File: src/rtl/tl_ul_pkg.sv
// Shared TileLink-UL opcodes, responder FSM states and the alignment helper.
package tl_ul_pkg;
  localparam logic [2:0] PUT_FULL        = 3'd0;
  localparam logic [2:0] PUT_PARTIAL     = 3'd1;
  localparam logic [2:0] GET             = 3'd4;
  localparam logic [2:0] ACCESS_ACK      = 3'd0;
  localparam logic [2:0] ACCESS_ACK_DATA = 3'd1;

  typedef enum logic [1:0] {IDLE, WAIT, RESP} resp_state_t;

  // A size of 2^size bytes must start on a 2^size byte boundary; sizes above a word never align.
  function automatic logic aligned(input logic [2:0] size, input logic [1:0] addr_lo);
    case (size)
      3'd0:    aligned = 1'b1;
      3'd1:    aligned = ~addr_lo[0];
      3'd2:    aligned = (addr_lo == 2'b00);
      default: aligned = 1'b0;
    endcase
  endfunction
endpackage

File: src/rtl/tl_ul_resp_mem.sv
// DEPTH x 32 register memory: byte-masked synchronous write, combinational read, async clear.
module tl_ul_resp_mem #(
  parameter int DEPTH = 64,
  parameter int IDX_W = $clog2(DEPTH)
) (
  input  logic             clk_i,
  input  logic             rst_ni,
  input  logic             we_i,
  input  logic [IDX_W-1:0] idx_i,
  input  logic [3:0]       mask_i,
  input  logic [31:0]      wdata_i,
  output logic [31:0]      rdata_o
);
  logic [DEPTH-1:0][3:0][7:0] mem_q;

  always_ff @(posedge clk_i or negedge rst_ni) begin
    if (!rst_ni) begin
      mem_q <= '0;
    end else if (we_i) begin
      for (int b = 0; b < 4; b++)
        if (mask_i[b]) mem_q[idx_i][b] <= wdata_i[8*b +: 8];
    end
  end

  assign rdata_o = mem_q[idx_i];
endmodule

File: src/rtl/tl_ul_sram_responder.sv
// TileLink-UL single-outstanding responder backed by tl_ul_resp_mem.
// Define TL_RESP_DENY_EN to deny out-of-range addresses; otherwise they alias modulo DEPTH*4.
module tl_ul_sram_responder
  import tl_ul_pkg::*;
#(
  parameter int              ADDR_W    = 31,
  parameter int              SRC_W     = 3,
  parameter logic [ADDR_W-1:0] BASE_ADDR = 31'h0800_0000,
  parameter int              DEPTH     = 64,
  parameter int              LATENCY   = 1
) (
  input  logic              clock,
  input  logic              reset_n,
  input  logic              a_valid,
  output logic              a_ready,
  input  logic [2:0]        a_opcode,
  input  logic [2:0]        a_param,
  input  logic [2:0]        a_size,
  input  logic [SRC_W-1:0]  a_source,
  input  logic [ADDR_W-1:0] a_address,
  input  logic [3:0]        a_mask,
  input  logic [31:0]       a_data,
  input  logic              a_corrupt,
  output logic              d_valid,
  input  logic              d_ready,
  output logic [2:0]        d_opcode,
  output logic [1:0]        d_param,
  output logic [2:0]        d_size,
  output logic [SRC_W-1:0]  d_source,
  output logic              d_sink,
  output logic              d_denied,
  output logic [31:0]       d_data,
  output logic              d_corrupt
);
  localparam int IDX_W = $clog2(DEPTH);

  resp_state_t       state_q, state_d;
  logic [3:0]        cnt_q, cnt_d;
  logic              a_ready_q;
  logic [2:0]        d_opcode_q, d_opcode_d, d_size_q, d_size_d;
  logic [SRC_W-1:0]  d_source_q, d_source_d;
  logic              d_denied_q, d_denied_d, d_corrupt_q, d_corrupt_d;
  logic [31:0]       d_data_q, d_data_d, rdata;
  logic [ADDR_W-1:0] off;
  logic              in_range, op_ok, is_get, denied, fire, mem_we;

  // Payload bits are unused by a register memory; param and corrupt never affect state.
  logic unused_a;
  assign unused_a = ^{a_param, a_corrupt};

  assign off = a_address - BASE_ADDR;
`ifdef TL_RESP_DENY_EN
  assign in_range = (off < ADDR_W'(DEPTH * 4));
`else
  assign in_range = 1'b1;
`endif
  assign op_ok  = (a_opcode == PUT_FULL) || (a_opcode == PUT_PARTIAL) || (a_opcode == GET);
  assign is_get = (a_opcode == GET);
  assign denied = !op_ok || (a_size > 3'd2) || !aligned(a_size, a_address[1:0]) || !in_range;
  assign fire   = a_valid && a_ready_q;
  assign mem_we = fire && !denied && !is_get;

  tl_ul_resp_mem #(.DEPTH(DEPTH), .IDX_W(IDX_W)) u_mem (
    .clk_i   (clock),
    .rst_ni  (reset_n),
    .we_i    (mem_we),
    .idx_i   (off[2 +: IDX_W]),
    .mask_i  (a_mask),
    .wdata_i (a_data),
    .rdata_o (rdata)
  );

  always_comb begin
    state_d     = state_q;
    cnt_d       = cnt_q;
    d_opcode_d  = d_opcode_q;
    d_size_d    = d_size_q;
    d_source_d  = d_source_q;
    d_denied_d  = d_denied_q;
    d_data_d    = d_data_q;
    d_corrupt_d = d_corrupt_q;
    case (state_q)
      IDLE: if (fire) begin
        d_opcode_d  = is_get ? ACCESS_ACK_DATA : ACCESS_ACK;
        d_size_d    = a_size;
        d_source_d  = a_source;
        d_denied_d  = denied;
        d_data_d    = (is_get && !denied) ? rdata : 32'd0;
        d_corrupt_d = is_get && denied;
        cnt_d       = 4'(LATENCY - 1);
        state_d     = (LATENCY == 1) ? RESP : WAIT;
      end
      WAIT: begin
        cnt_d = cnt_q - 4'd1;
        if (cnt_d == 4'd0) state_d = RESP;
      end
      RESP: if (d_ready) state_d = IDLE;
      default: state_d = IDLE;
    endcase
  end

  always_ff @(posedge clock or negedge reset_n) begin
    if (!reset_n) begin
      state_q     <= IDLE;
      cnt_q       <= '0;
      a_ready_q   <= 1'b0;
      d_opcode_q  <= '0;
      d_size_q    <= '0;
      d_source_q  <= '0;
      d_denied_q  <= 1'b0;
      d_data_q    <= '0;
      d_corrupt_q <= 1'b0;
    end else begin
      state_q     <= state_d;
      cnt_q       <= cnt_d;
      a_ready_q   <= (state_d == IDLE);
      d_opcode_q  <= d_opcode_d;
      d_size_q    <= d_size_d;
      d_source_q  <= d_source_d;
      d_denied_q  <= d_denied_d;
      d_data_q    <= d_data_d;
      d_corrupt_q <= d_corrupt_d;
    end
  end

  assign a_ready   = a_ready_q;
  assign d_valid   = (state_q == RESP);
  assign d_opcode  = d_opcode_q;
  assign d_param   = 2'd0;
  assign d_size    = d_size_q;
  assign d_source  = d_source_q;
  assign d_sink    = 1'b0;
  assign d_denied  = d_denied_q;
  assign d_data    = d_data_q;
  assign d_corrupt = d_corrupt_q;
endmodule
File: config.mk
export PLATFORM = sky130hd
export DESIGN_NAME = tl_ul_sram_responder
export DESIGN_NICKNAME = d
export VERILOG_FILES = /design/src/rtl/tl_ul_pkg.sv /design/src/rtl/tl_ul_resp_mem.sv /design/src/rtl/tl_ul_sram_responder.sv
export SDC_FILE = /design/constraint.sdc
export NUM_CORES = 2
export LEC_CHECK = 0
export ABC_CLOCK_PERIOD_IN_PS = 3300
export CORE_MARGIN = 10
export CORE_UTILIZATION = 30
export DETAILED_ROUTE_END_ITERATION = 10
export PLACE_DENSITY = 0.52
export SLEW_MARGIN = 10
export SYNTH_ARGS = -nofsm -noshare
export SYNTH_HDL_FRONTEND = slang
export SYNTH_HIERARCHICAL = 1
export SYNTH_SLANG_ARGS = --single-unit
File: constraint.sdc
create_clock -name clock -period 3.3 [get_ports clock]
set_input_delay 0.66 -clock clock [delete_from_list [all_inputs] [get_ports clock]]
set_output_delay 0.66 -clock clock [all_outputs]
set_load 0.005 [all_outputs]
==> results.txt <==
The flow ran to the end, and the final reports show no timing, DRC or antenna violations. Setup slack on the critical path of the routed design comes to 0.462 ns. The largest stage delay on the critical path came out at 0.60 ns.

After filler insertion, the fill cell instance count of the layout stands at 30662. TritonCTS built the clock tree. The mean instance size in the synthesized netlist was 13.4 um2. The maximum vdd drop was 413 uV.

The run gives 66286 as the total via count in the routed design. For this design the top-level I/O count stands at 132. After detailed routing, the number of remaining DRC violations is 0.

The run gives 174 as the pin count of the biggest net entering global routing. The worst hold path begins at a_data[24]. The first global-routing pass estimated 490 mm of wire.

The tools report the final-report hold violation count as 0. Measured along the y axis, the die boundary spans 588 um. The tools report the worst reg-to-reg setup slack as 0.53 ns. By startpoint and endpoint, the worst setup path is classified as in2reg.

The tools report the final core utilization as 37.2%. The logs give 17 for the number of antenna violations at the first check in global routing and 54.2% for the fraction of the yosys area taken by sequential cells. The clock tree skew after final layout came out at 0.0673 ns. Summed over all layers, the global routing overflow is 0. In this run the biggest area consumer among cell types represents 54.2% of the synthesized area. Final critical path time including I/O delays and setup: 2.84 ns.

The endpoint identified for the worst register-to-register timing path is d_data[14]. Max-cap violations in this run came to 0. The cell type of the slowest stage on the worst timing path was a222oi_1.

The maximum achievable frequency was 352 MHz. The iteration count of the initial detailed-routing pass was 6. TritonCTS created 234 clock buffers. Summed over all failing endpoints, the final setup total negative slack is 0 ns. The largest total area in the synthesized netlist belongs to dfrtp_1. The async set-or-reset flop fraction in the synthesized netlist was 100%; the global placement routability congestion was 0.864. The number of setup buffers added after CTS is 0. For the final count of pins violating max slew, the log shows 0. Walking the worst path, the cells encountered are buf_8 > buf_12 > inv_4 > buf_12 > a221o_1 > a222oi_1 > o22a_1 > buf_12 > nand4_1 > buf_12 > a22o_1.

Setup repair after global routing left no endpoint under its margin. The tools report the hold buffer count at cts as 1. CTS built an H-tree with a depth of 4. The run gives 18.6% as the total global-route track usage. The wire-length estimate of the detail-placed layout is 232 mm. The tightest min-delay check is of the in2reg type. For the pin with the worst max-slew slack, the measured transition is 1.21 ns. The tree built by TritonCTS fans out to 2096 sinks.

The worst hold path passes through 2 cells. From left edge to right edge, the die measures 588 um. Before CTS, the worst setup slack after placement is -0.381 ns.

The tools report the floorplan die area as 346000 um2. Setup violations remaining at the end of the flow were counted as 0. Wires add up to 332 mm. Once the floorplan was initialized, standard cells occupied 30.1% of the core. For the worst setup path, the data arrival time is 3.65 ns. The net count of the finished layout is 7960. The leakage power figure was 55.7 nW.

By area the synthesized netlist is led by dfrtp_1 54%, mux2_2 25%, a221oi_1 2.1%. Power spread over the standard cell area amounts to 470 nW/um2. The count of cells along the worst register-to-register path is 8, and the number of cell rows is 208. The run gives 0 as the number of antenna-violating nets in the routed design.

The run gives 7216 as the synthesized instance count. The number of global-route vias before repair is 69724. The later pin in the worst-skew pair is clocked with a latency of 0.92 ns.

Commonest register cell after synthesis: dfrtp_1. Relative to the synthesized area, the layout overhead comes to 23.3%. The reg-to-reg critical path startpoint is u_mem/mem_q[686].

The largest driver fanout on the critical path is 48. The number of distinct library cells after synthesis was 81; the via density per instance was 5.36. In the finished design, the share of the clock period the worst path needs comes to 86.0%. Excluding fillers, the count of instances in the completed layout stands at 12369.

For this block, the initial DRC count from the detailed router was 5094. For the area of the multi-input gates, the log shows 41800 um2. For the placed cell count, the log shows 11942. In the final layout, the share of cells above drive strength 1 is 48.3%. Counting flops and latches in the post-synthesis netlist gives 2096. STA classifies the critical path startpoint as an input port. The run gives 0 as the number of instances resized during post-cts repair.

Counting along the longest clock path gives a buffer depth of 4. The type of element capturing the critical path is a register. The tools report the core area as 321000 um2. The cell area that synthesis handed to floorplanning was 96800 um2.

The count of input and output buffers is 99. For the footprint of the flip-flops and latches, the log shows 52500 um2. Capture endpoint of the worst hold path: u_mem/mem_q[56].

In this run, synthesis inferred 0 flip-flops with an integrated enable. After detailed routing, the average wire length per cell comes to 26.9 um. In this design, the critical path's most frequently occurring cell is buf_12. In this run the clock root is driven by a clkbuf_16.

The clock-pin slew of the registers on the worst-case setup and hold paths is 0.06 ns. The critical path required time is 4.11 ns, and the headroom to the max-slew limit is 19.2%. Yosys printed 6 warnings.
[worst max-delay path, delay by kind of cell]
family                 cells  cell delay [ns]
and+or+nand+nor            1             0.29
AOI/OAI and AO/OA          4             1.38
buffers and inverters      6             1.22
[routing by layer]
metal | vias to the layer above | share of wire, % | GRT usage, %
li1 | 28542 | - | -
met1 | 35505 | 44 | 25.3
met2 | 1690 | 47 | 30.4
met3 | 545 | 4.7 | 2.33
met4 | 4 | 4.0 | 6.84
met5 | - | 0.0081 | 0
[how the worst max path moves through the flow]
stage	to	slack, ns	startpoint	cells after the start
finish	d_data[14]	0.46	a_address[4]	11
global placement	d_data[14]	-0.40	a_address[4]	11
detailed placement	d_data[14]	-0.38	a_address[4]	11
CTS	d_data[8]	0.40	d_data[8]	1
global route	d_data[18]	0.46	a_address[6]	10
floorplan	u_mem/mem_q[1200]	0.20	a_opcode[2]	8
[flip-flops by register name (all words and copies together) (netlist names)]
register and flops:
a_ready 1, d_size 3, state_q 2, cnt_q 4
d_opcode 1, d_corrupt 1, d_source 3, u_mem/mem_q 2048
d_denied 1, d_data 32
[cell families after synthesis]
group	Yosys count	synth area share (%)
buffers and inverters	659	2.88
adders and majority gates	2	0.0258
AOI/OAI and AO/OA	1194	9.55
xor gates and xnor gates	1	0.00905
and+or+nand+nor	960	6.22
muxes	2303	27.1
other	1	0.00387
DFF	2096	54.2
[metrics by stage]
stage                     total power [W]  hold slack, ns  cell area (um2)
after floorplan                    0.0281           0.364            96800
after global placement             0.0305           0.463           112000
after detailed placement           0.0306           0.475           112000
after CTS                          0.0567           0.159           119000
after global routing               0.0580           0.222           119000
final                              0.0560           0.215           119000
[synth_stat cells, types with 90 or more instances]
library cell and number:
nand2_1 106, mux2_2 2152, and3_1 131, a22oi_1 252, a22o_1 90, buf_2 141
dfrtp_1 2096, o21ai_0 95, clkbuf_1 407, nor3b_1 103, a21oi_1 116, a221oi_1 233
nor2_2 212
[cells in the final DEF (no fill, tap or decap), types with 58 or more instances in the layout]
cell type | Yosys | final
mux2i_1 | 62 | 62
dfrtp_1 | 2096 | 2096
a22o_1 | 90 | 90
nor2_2 | 212 | 213
nand2_1 | 106 | 103
clkbuf_16 | 0 | 237
o21ai_0 | 95 | 94
buf_12 | 0 | 317
clkdlybuf4s50_1 | 0 | 60
a221o_1 | 58 | 58
and3_1 | 131 | 130
a21oi_1 | 116 | 116
mux2_2 | 2152 | 2152
a221oi_1 | 233 | 233
buf_4 | 21 | 649
o22ai_1 | 83 | 83
nor3b_1 | 103 | 101
a22oi_1 | 252 | 252
nand3b_1 | 89 | 89
[layout make-up]
cell class	count	area share [%]
Antenna cell	11	0.0231
Clock buffer	346	5.77
Clock inverter	69	0.576
Inverter	11	0.0388
Multi-Input combinational cell	4465	35.0
Sequential cell	2096	43.9
Tap cell	4305	4.51
Timing Repair Buffer	1066	10.1
[where the power goes]
| part | switching, W | internal [W] |
|---|---|---|
| clock network | 0.0107 | 0.0153 |
| logic | 0.00275 | 0.00126 |
| registers | 0.000131 | 0.0259 |
Power figures use the tool's default switching activity.
